### config.mk
export PLATFORM = sky130hd
export DESIGN_NAME = external_interrupt_gateway
export DESIGN_NICKNAME = d
export VERILOG_FILES = /design/src/rtl/external_interrupt_gateway.sv
export SDC_FILE = /design/constraint.sdc
export NUM_CORES = 1
export LEC_CHECK = 0
export BUFFER_PORTS_ARGS = -buffer_cell sky130_fd_sc_hd__buf_2
export CAP_MARGIN = 20
export CORE_MARGIN = 2
export CORE_UTILIZATION = 52
export CTS_CLUSTER_DIAMETER = 50
export CTS_CLUSTER_SIZE = 40
export DETAILED_ROUTE_END_ITERATION = 12
export GPL_TIMING_DRIVEN = 0
export PLACE_DENSITY = 0.84
export RECOVER_POWER = 50
export SKIP_CTS_REPAIR_TIMING = 1
export SLEW_MARGIN = 0
export SYNTH_ARGS = -nofsm -noshare
export SYNTH_HDL_FRONTEND = slang
export SYNTH_SLANG_ARGS = --single-unit
### constraint.sdc
create_clock -name clk -period 2.51 [get_ports clk]
set_clock_uncertainty 0.2 [all_clocks]
set_input_delay 0.6275 -clock clk [delete_from_list [all_inputs] [get_ports clk]]
set_output_delay 0.6275 -clock clk [all_outputs]
set_load 0.01 [all_outputs]
### src/rtl/external_interrupt_gateway.sv
// External interrupt gateway: per-source edge/level gating, fixed-priority
// arbitration (lowest ID wins), and claim/complete bookkeeping feeding MEIP.
module external_interrupt_gateway #(
  parameter int unsigned NUM_SOURCES = 8,
  parameter int unsigned CODE_WIDTH  = 4
) (
  input  logic                   clk,
  input  logic                   rst,
  input  logic [NUM_SOURCES-1:0] irqIn,
  input  logic                   regWE,
  input  logic [1:0]             regAddr,
  input  logic [NUM_SOURCES-1:0] regWriteData,
  output logic [NUM_SOURCES-1:0] regReadData,
  input  logic                   claimReq,
  output logic                   claimValid,
  output logic [CODE_WIDTH-1:0]  claimId,
  input  logic                   completeReq,
  input  logic [CODE_WIDTH-1:0]  completeId,
  output logic                   externalInterrupt,
  output logic [CODE_WIDTH-1:0]  externalInterruptCode
);

  logic [NUM_SOURCES-1:0] enable, edgeMode, pending, inService, irqPrev;
  logic [NUM_SOURCES-1:0] eligible, winMask, claimMask, completeMask;
  logic [NUM_SOURCES-1:0] riseDet, levelSet, pendingNext, inServiceNext;
  logic [CODE_WIDTH-1:0]  winId;

  assign eligible = pending & enable & ~inService;

  // Scan from the highest ID down so the lowest eligible ID is left standing.
  always_comb begin
    winId   = '0;
    winMask = '0;
    for (int unsigned i = NUM_SOURCES; i > 0; i--) begin
      if (eligible[i-1]) begin
        winId        = CODE_WIDTH'(i);
        winMask      = '0;
        winMask[i-1] = 1'b1;
      end
    end
  end

  always_comb begin
    completeMask = '0;
    for (int unsigned i = 0; i < NUM_SOURCES; i++) begin
      completeMask[i] = completeReq && inService[i] &&
                        (completeId == CODE_WIDTH'(i + 1));
    end
  end

  assign claimMask = claimReq ? winMask : '0;
  assign riseDet   = irqIn & ~irqPrev;
  assign levelSet  = irqIn & ~inService & ~claimMask;

  // Edge rises are OR'd in after the claim clear so a concurrent rise wins.
  assign pendingNext   = (pending & ~claimMask) | (edgeMode & riseDet) |
                         (~edgeMode & levelSet);
  assign inServiceNext = (inService & ~completeMask) | claimMask;

  always_ff @(posedge clk or posedge rst) begin
    if (rst) begin
      enable                <= '0;
      edgeMode              <= '0;
      pending               <= '0;
      inService             <= '0;
      irqPrev               <= '0;
      claimValid            <= 1'b0;
      claimId               <= '0;
      externalInterrupt     <= 1'b0;
      externalInterruptCode <= '0;
    end else begin
      pending               <= pendingNext;
      inService             <= inServiceNext;
      irqPrev               <= irqIn;
      claimValid            <= claimReq;
      externalInterrupt     <= |eligible;
      externalInterruptCode <= winId;
      if (claimReq) claimId <= winId;
      if (regWE && regAddr == 2'd0) enable   <= regWriteData;
      if (regWE && regAddr == 2'd1) edgeMode <= regWriteData;
    end
  end

  always_comb begin
    regReadData = '0;
    case (regAddr)
      2'd0:    regReadData = enable;
      2'd1:    regReadData = edgeMode;
      2'd2:    regReadData = pending;
      default: regReadData = inService;
    endcase
  end

endmodule

==> results.sh, run 1 <==
export IMPL_status="complete, no violations"
export IMPL_num_nets_final=250
export IMPL_drv_cap=0
export IMPL_busiest_layer="met1"
export IMPL_drc=0
export IMPL_dieArea_um2=4900
export IMPL_grt_remaining_overflow=0
export IMPL_dieWidth_um=70.0
export IMPL_final_max_slew_viol_count=0
export IMPL_stdcell_area_um2=2620
export IMPL_ys_warn_count=0
export IMPL_synth_top_cell_area_share=0.552
export IMPL_viasPerCell=6.02
export IMPL_r2r_start="inService[1]"
export IMPL_hold_viol_final=0
export IMPL_mostFrequentLayoutCell="dfrtp_1"
export IMPL_wire_per_inst_um=16.6
export IMPL_r2r_end="pending[1]"
export IMPL_rows=24
export IMPL_worst_pin_slew_ps=830
export IMPL_cp_arrival_ps=1580
export IMPL_yosysSeqAreaShare=0.552
export IMPL_cellLeakagePower_uw=0.00112
export IMPL_critPathRequiredTime_ps=1680
export IMPL_vdd_drop_max_mv=0.465
export IMPL_vias=1655
export IMPL_drive_above_1_share=0.336
export IMPL_hold_class="input port to flop"
export IMPL_end_kind="output port"
export IMPL_whs_ps=244
export IMPL_drt_pre_antenna_iters=4
export IMPL_syn_to_final_growth_pct=15.6
export IMPL_drt_iter0_drc=93
export IMPL_grt_setup_unrepaired="false"
export IMPL_rr_worst_depth=4
export IMPL_synth_cells=173
export IMPL_cts_root_buf="clkbuf_8"
export IMPL_gr_usage_all_layers=0.206
export IMPL_antenna_found_initial=0
export IMPL_start_util=0.531
export IMPL_layout_common_cells="50 x dfrtp_1, 36 x buf_2, 18 x mux2_2, 17 x nand2_1, 13 x nand3b_1"
export IMPL_core_area_um2=4260
export IMPL_htree_levels=2
export IMPL_grt_pass1_wl_mm=7.97
export IMPL_routed_wl_mm=4.57
export IMPL_grt_pass1_vias=1616
export IMPL_dp_hpwl_mm=3.39
export IMPL_cts_tree="yes"
export IMPL_min_from="irqIn[2]"
export IMPL_num_io_pins=45
export IMPL_numPortBuffers=42
export IMPL_yosysTopAreaCell="dfrtp_1"
export IMPL_r2r_slack_ps=720
export IMPL_synth_ff_latch_count=50
export IMPL_fmax_mhz=415
export IMPL_grt_max_degree=29
export IMPL_syn_cell_area_um2=2270
export IMPL_gr_usage_met2=0.295
export IMPL_crit_fanout=10
export IMPL_gp_congestion=0.793
export IMPL_cts_sinks=50
export IMPL_fin_crit_sh=0.960
export IMPL_hold_end="irqPrev[2]"
export IMPL_syn_avg_cell_area_um2=13.1
export IMPL_clk_path_buf_depth=2
export IMPL_finalSetupViolations=0
export IMPL_antenna_left=0
export IMPL_path_class="input port to output port"
export IMPL_clock_latency_ps=300
export IMPL_powerDensity_nw_per_um2=974
export IMPL_hold_depth=1
export IMPL_antenna_cells=0
export IMPL_use_met3=0.0476
export IMPL_fill_cells=361
export IMPL_period_minus_slack_ps=2410
export IMPL_clk_pin_slew_ps=90
export IMPL_postPlaceCellArea_um2=2560
export IMPL_startpoint_type="input port"
export IMPL_relSlewSlack=0.446
export IMPL_synth_cell_type_count=33
export IMPL_die_h_um=70.0
export IMPL_cts_made_buffers=5
export IMPL_yosys_top_cells_area="dfrtp_1 55%, mux2_2 8.9%, mux4_2 7.0%, nand3b_1 4.3%, nand2_1 2.8%"
export IMPL_syn_nets=200
export IMPL_use_met1=0.317
[metrics by stage]
step | cells | TNS [ps] | utilization | power, uW | setup slack [ps]
final | 275 | 0 | 0.614 | 2550 | 102
after floorplan | 173 | 0 | - | 1830 | 235
after CTS | 275 | 0 | 0.619 | 2560 | 29.5
after global routing | 275 | 0 | 0.614 | 2720 | 63.2
after detailed placement | 268 | 0 | 0.601 | 2130 | 28.3
after global placement | 267 | -5760 | 0.596 | 2090 | -117
[cell type report]
| class | count | area [um^2] | share of cell area |
|---|---|---|---|
| multi-input combinational | 115 | 982 | 0.375 |
| inverter | 5 | 18.8 | 0.00716 |
| buffer | 3 | 18.8 | 0.00716 |
| sequential | 50 | 1250 | 0.478 |
| timing repair buffer | 43 | 208 | 0.0793 |
| clock buffer | 7 | 76.3 | 0.0291 |
| tap | 52 | 65.1 | 0.0248 |
[kinds of logic (layout without fill, tap and decap cells)]
kind of cell,after synthesis,count (layout),share of synthesized area
AO/OA/AOI/OAI,31,31,0.101
AND/OR/NAND/NOR,58,58,0.162
flip-flops,50,50,0.552
buffers and inverters,8,58,0.0144
multiplexers,26,26,0.171
[where the power goes]
| part | internal, uW | switching (uW) | total (uW) | leakage, uW |
|---|---|---|---|---|
| combinational | 439 | 455 | 893 | 0.000513 |
| sequential | 1040 | 181 | 1220 | 0.000573 |
| clock | 192 | 242 | 434 | 0.0000383 |
| total | 1670 | 878 | 2550 | 0.00112 |
[routing by layer]
layer,routed length (um),vias up,share of wire
met5,0,-,0
met4,53,0,0.012
met3,289,7,0.063
met2,2040,68,0.45
met1,2190,815,0.48
li1,-,765,-
[critical path: stages]
cell and delay [ps]:
clkbuf_4 220, mux4_1 570, buf_2 150
[synth_stat cells]
| cell | number |
|---|---|
| dfrtp_1 | 50 |
| mux2_2 | 18 |
| nand2_1 | 17 |
| nand3b_1 | 13 |
| o21ai_0 | 8 |
| mux4_2 | 7 |
| a22o_1 | 6 |
| nor2_1 | 6 |
| inv_1 | 5 |
| o31ai_1 | 5 |
| and3b_1 | 4 |
| nor3b_1 | 4 |
| o32ai_1 | 4 |
| nand2b_1 | 3 |
| nand4_1 | 3 |
| a31oi_1 | 2 |
| buf_2 | 2 |
| a21boi_0 | 1 |
| a311o_1 | 1 |
| a311oi_1 | 1 |
| a31o_2 | 1 |
| and3b_4 | 1 |
| and4_1 | 1 |
| clkbuf_1 | 1 |
| mux4_1 | 1 |
| nand4b_1 | 1 |
| nor3_1 | 1 |
| nor3b_2 | 1 |
| nor4_2 | 1 |
| o211ai_1 | 1 |
| o41ai_1 | 1 |
| or3b_2 | 1 |
| or3b_4 | 1 |
[how the worst max path moves through the flow]
stage	depth (start not counted)	slack, ps	start	end
after floorplan	2	230	regAddr[0]	regReadData[0]
final	3	100	regAddr[0]	regReadData[0]
after CTS	3	30	regAddr[0]	regReadData[0]
after detailed placement	3	30	regAddr[0]	regReadData[0]
after global placement	2	-120	rst	edgeMode[2]
after global routing	3	60	regAddr[0]	regReadData[0]
[flip-flops by register name, summed over array words and instances, names as in the netlist]
register and cells:
enable 8, irqPrev 8, claimValid 1, edgeMode 8, inService 8, externalInterruptCode 4
externalInterrupt 1, claimId 4, pending 8
(Power assumes the default switching activity.)
==> run 2: changes to the inputs <==
Settings changed: ABC_AREA set to 1, RECOVER_POWER 50 to 25.
==> run 2 against run 1 <==
Against the previous run:
- non-clock buffer count is 2 higher
- area after synthesis increased by 1.5%
- via count grew 20%
- flip-flop and latch count unchanged
==> results.sh, run 2 <==
export IMPL_num_nets_final=349
export IMPL_seqPwrFrac=0.474
export IMPL_clock_latency_ps=300
export IMPL_path_class="input port to output port"
export IMPL_r2r_end="pending[6]"
export IMPL_antenna_cells=0
export IMPL_drive_above_1_share=0.207
export IMPL_worst_pin_slew_ps=790
export IMPL_dp_hpwl_mm=3.76
export IMPL_start_util=0.536
export IMPL_yosysSeqAreaShare=0.544
export IMPL_yosys_top_cells_count="75 x nand2_1, 50 x dfrtp_1, 35 x inv_1"
export IMPL_slowest_delay_ps=180
export IMPL_rr_worst_depth=9
export IMPL_antenna_left=0
export IMPL_numPortBuffers=44
export IMPL_hold_viol_final=0
export IMPL_layout_common_cells="75 x nand2_1, 50 x dfrtp_1, 36 x buf_2, 35 x inv_1, 31 x o21ai_0"
export IMPL_cts_root_buf="clkbuf_8"
export IMPL_num_io_pins=45
export IMPL_cp_arrival_ps=1590
export IMPL_clk_pin_slew_ps=90
export IMPL_stdcell_area_um2=2710
export IMPL_intPower_uw=1610
export IMPL_cp_slowest_cell="a22o_1"
export IMPL_synth_ff_latch_count=50
export IMPL_htree_levels=2
export IMPL_yosysTopAreaCell="dfrtp_1"
export IMPL_viasPerCell=5.29
export IMPL_antenna_found_initial=0
export IMPL_grt_remaining_overflow=0
export IMPL_syn_cell_area_um2=2300
export IMPL_dieWidth_um=70.5
export IMPL_crit_fanout=5
export IMPL_syn_to_final_growth_pct=17.8
export IMPL_status="complete, no violations"
export IMPL_crit_family="buffers and inverters"
export IMPL_clkPwrFrac=0.216
export IMPL_cellLeakagePower_uw=0.00140
export IMPL_clk_path_buf_depth=2
export IMPL_vias=1984
export IMPL_synth_cell_type_count=25
export IMPL_ys_flop_type="dfrtp_1"
export IMPL_dpl_cell_count=366
export IMPL_final_cells=375
export IMPL_path_cells="buf_2 > inv_2 > nor2_4 > buf_12 > a22o_1 > a21oi_1 > o21ai_0 > buf_2"
export IMPL_vdd_drop_max_mv=0.319
export IMPL_core_area_um2=4290
export IMPL_ys_warn_count=0
export IMPL_fin_crit_sh=0.963
export IMPL_crit_buf_inv=4
export IMPL_drt_pre_antenna_iters=4
export IMPL_powerDensity_nw_per_um2=920
export IMPL_cts_made_buffers=5
export IMPL_pre_cts_slack_ps=89.2
export IMPL_final_max_slew_viol_count=0
export IMPL_fmax_mhz=414
export IMPL_gp_congestion=0.849
export IMPL_r2r_start="inService[2]"
export IMPL_finalSetupViolations=0
export IMPL_die_h_um=70.5
export IMPL_drv_cap=0
export IMPL_end_kind="output port"
export IMPL_crit_path_frequent_cell="buf_2"
export IMPL_power_switching_uw=884
export IMPL_routed_wl_mm=5.01
export IMPL_mostFrequentLayoutCell="nand2_1"
export IMPL_critPathRequiredTime_ps=1680
export IMPL_switching_share=0.355
export IMPL_period_minus_slack_ps=2420
export IMPL_postPlaceCellArea_um2=2610
export IMPL_startpoint_type="input port"
export IMPL_setup_ws_ps=92.7
export IMPL_async_reset_ff_frac=1.00
export IMPL_whs_ps=213
export IMPL_synth_edf_count=0
export IMPL_hold_class="input port to asynchronous set/reset pin"
export IMPL_relSlewSlack=0.473
export IMPL_dieArea_um2=4970
export IMPL_wire_per_inst_um=13.3
export IMPL_pwr_share_comb=0.310
export IMPL_synth_top_cell_area_share=0.544
export IMPL_cts_tree="yes"
export IMPL_cts_sinks=50
export IMPL_grt_pass1_vias=1860
export IMPL_grt_setup_unrepaired="false"
export IMPL_syn_nets=296
export IMPL_gr_usage_all_layers=0.211
export IMPL_post_synth_top_count_cell="nand2_1"
export IMPL_grt_pass1_wl_mm=8.27
export IMPL_grt_max_degree=33
export IMPL_yosys_top_cells_area="dfrtp_1 54%, nand2_1 12%, o21ai_0 6.7%, inv_1 5.7%, nor2_1 3.1%"
export IMPL_drc=0
export IMPL_rows=24
export IMPL_drt_iter0_drc=118
export IMPL_syn_avg_cell_area_um2=8.55
export IMPL_r2r_slack_ps=940
export IMPL_synth_cells=269
[run 2: cell types whose count changed in the layout (fill, tap and decap cells not counted), moves of 8 or more]
cell / before / now
nor2_1: 6 / 19
nand3b_1: 13 / 5
inv_1: 5 / 35
mux2_2: 18 / 0
nand3_1: 0 / 10
nand2_1: 17 / 75
o21ai_2: 0 / 8
o21ai_0: 8 / 31
[run 2: worst max-delay path by stage]
stage	cells after the start	slack, ps	startpoint	endpoint
2_1_floorplan	1	480	rst	claimId[0]
3_3_place_gp	2	-70	rst	enable[1]
3_5_place_dp	8	90	regAddr[0]	regReadData[0]
4_1_cts	8	80	regAddr[0]	regReadData[7]
5_1_grt	8	30	regAddr[1]	regReadData[0]
6_report	8	90	regAddr[0]	regReadData[6]
[run 2: per-stage QoR]
step,power (uW),setup TNS (ps),utilization
final,2490,0,0.631
after global routing,2660,0,0.631
after CTS,2500,0,0.632
after detailed placement,1960,0,0.607
after global placement,1930,-3360,0.602
after floorplan,1700,0,-
[run 2: worst reg2reg max path, stage by stage, from the launching register on]
cell,delay (ps)
dfrtp_1,370
inv_1,70
nand3_1,120
inv_1,90
nor2_4,130
nand2_2,80
nor2_2,150
nand2_1,110
o21ai_1,90
nand2_1,50
[run 2: cell type report]
class,instances,area (um^2)
Tap cell,52,65.1
Inverter,37,139
Fill cell,375,1590
Clock buffer,8,110
Timing Repair Buffer,46,234
Buffer,2,16.3
Multi-Input combinational cell,180,893
Sequential cell,50,1250
[run 2: routing by layer]
metal,routed length [um],vias to the layer above,GRT usage
met5,0,-,0
met4,97,0,0.0940
met3,246,9,0.0332
met2,2440,55,0.348
met1,2220,943,0.276
li1,-,977,-
[run 2: kinds of logic after synthesis]
kind of cell           Yosys count  synth area share
DFF                             50             0.544
and+or+nand+nor                123             0.239
buffers and inverters           39            0.0675
AOI/OAI and AO/OA               57             0.149
[run 2: power by group through the flow]
stage               clock network, uW  logic, uW  registers, uW
floorplan                           0        509           1190
finish                            539        773           1180
detailed placement                  0        771           1190
global route                      572        880           1210
global placement                    0        740           1190
CTS                               547        779           1180
==> run 3: changes to the inputs <==
Settings changed: ABC_AREA 1 to not set.
==> run 3 against run 2 <==
Against the previous run:
- sequential share of layout area up 1.3 points
- setup slack better by 9.2 ps
- critical path depth down 5
- count of clock-buffer cells in the layout down 1
- sequential power up 3%
- final cell count down 27%
- total power up 2.4%
- critical path type unchanged
- critical endpoint is now regReadData[0]
- largest cell class unchanged
- largest power group unchanged
==> results.sh, run 3 (synthesized netlist as in run 1, its figures left out) <==
export IMPL_vdd_drop_max_mv=0.465
export IMPL_rr_worst_depth=4
export IMPL_cts_sinks=50
export IMPL_cts_tree="yes"
export IMPL_drt_iter0_drc=93
export IMPL_fin_crit_sh=0.959
export IMPL_gp_congestion=0.793
export IMPL_path_class="input port to output port"
export IMPL_cts_made_buffers=5
export IMPL_worst_pin_slew_ps=890
export IMPL_fmax_mhz=415
export IMPL_core_area_um2=4260
export IMPL_mostFrequentLayoutCell="dfrtp_1"
export IMPL_dp_hpwl_mm=3.39
export IMPL_period_minus_slack_ps=2410
export IMPL_grt_pass1_wl_mm=7.97
export IMPL_htree_levels=2
export IMPL_r2r_slack_ps=720
export IMPL_vias=1657
export IMPL_met2_length_mm=2.05
export IMPL_syn_to_final_growth_pct=16.3
export IMPL_antenna_left=0
export IMPL_dieWidth_um=70.0
export IMPL_clk_pin_slew_ps=90
export IMPL_grt_remaining_overflow=0
export IMPL_final_max_slew_viol_count=0
export IMPL_hold_viol_final=0
export IMPL_rows=24
export IMPL_r2r_end="pending[1]"
export IMPL_fill_cells=360
export IMPL_wl_met3_um=290
export IMPL_relSlewSlack=0.406
export IMPL_r2r_start="inService[1]"
export IMPL_status="complete, no violations"
export IMPL_dr_max_layer_used="met4"
export IMPL_routed_wl_mm=4.57
export IMPL_setup_tns_ps=0
export IMPL_dieArea_um2=4900
export IMPL_die_h_um=70.0
export IMPL_cts_root_buf="clkbuf_8"
export IMPL_antenna_cells=0
export IMPL_grt_setup_unrepaired="false"
export IMPL_drc=0
export IMPL_grt_pass1_vias=1616
export IMPL_powerDensity_nw_per_um2=969
export IMPL_drt_pre_antenna_iters=4
export IMPL_clock_latency_ps=300
export IMPL_drv_cap=0
export IMPL_cellLeakagePower_uw=0.00113
export IMPL_wire_per_inst_um=16.6
export IMPL_viasPerCell=6.03
export IMPL_grt_max_degree=29
export IMPL_num_io_pins=45
export IMPL_cp_startpoint="regAddr[0]"
export IMPL_numPortBuffers=42
export IMPL_endpoint="regReadData[0]"
export IMPL_clk_path_buf_depth=2
export IMPL_end_kind="output port"
export IMPL_drive_above_1_share=0.336
export IMPL_start_util=0.531
export IMPL_startpoint_type="input port"
export IMPL_met1_length_mm=2.18
export IMPL_critPathRequiredTime_ps=1680
export IMPL_gr_usage_all_layers=0.206
export IMPL_whs_ps=244
export IMPL_crit_fanout=10
export IMPL_finalSetupViolations=0
export IMPL_hold_class="input port to flop"
export IMPL_num_nets_final=250
export IMPL_cp_arrival_ps=1580
export IMPL_layout_common_cells="50 x dfrtp_1, 36 x buf_2, 18 x mux2_2, 17 x nand2_1, 13 x nand3b_1"
export IMPL_antenna_found_initial=0
run 3: cell types whose count changed in the layout (fill, tap and decap cells not counted), moves of 10 or more:
cell / before / now
nand3_1: 10 / 0
inv_1: 35 / 5
o21ai_0: 31 / 8
mux2_2: 0 / 18
nor2_1: 19 / 6
nand2_1: 75 / 17
run 3: where the power goes:
group	internal [uW]	total, uW	switching, uW
clock	192	434	242
combinational	441	894	453
sequential	1040	1220	181
run 3: final cells by class:
class	count	area, um^2	share of cell area
inverters	5	18.8	0.00712
well taps	52	65.1	0.0247
repair buffers	43	223	0.0845
plain buffers	3	18.8	0.00712
multi-input cells	115	982	0.373
flip-flops and latches	50	1250	0.475
clock buffers	7	76.3	0.0290
run 3: layer usage:
| metal | up-vias | global-route usage |
|---|---|---|
| li1 | 765 | - |
| met1 | 818 | 0.317 |
| met2 | 67 | 0.295 |
| met3 | 7 | 0.0476 |
| met4 | 0 | 0.0598 |
| met5 | - | 0 |
run 3: worst min-delay path by stage:
stage                     depth (start not counted)          end  startpoint
after floorplan                                   2   pending[3]  irqPrev[3]
after global placement                            2   pending[4]  irqPrev[4]
after detailed placement                          2   pending[3]  irqPrev[3]
after CTS                                         2  edgeMode[0]         rst
after global routing                              1   claimValid    claimReq
final                                             1   irqPrev[2]    irqIn[2]
run 3: critical path, cell delays in order:
cell and delay (ps):
clkbuf_4 220, mux4_1 570, buf_2 150
run 3: per-stage QoR:
stage	power, uW	cells	utilization	cell area, um^2	setup WS [ps]
after global routing	2720	275	0.618	2640	63.2
after detailed placement	2130	268	0.601	2560	28.3
after CTS	2560	275	0.619	2640	29.5
after floorplan	1830	173	-	2270	235
after global placement	2090	267	0.596	2540	-117
final	2550	275	0.618	2640	102
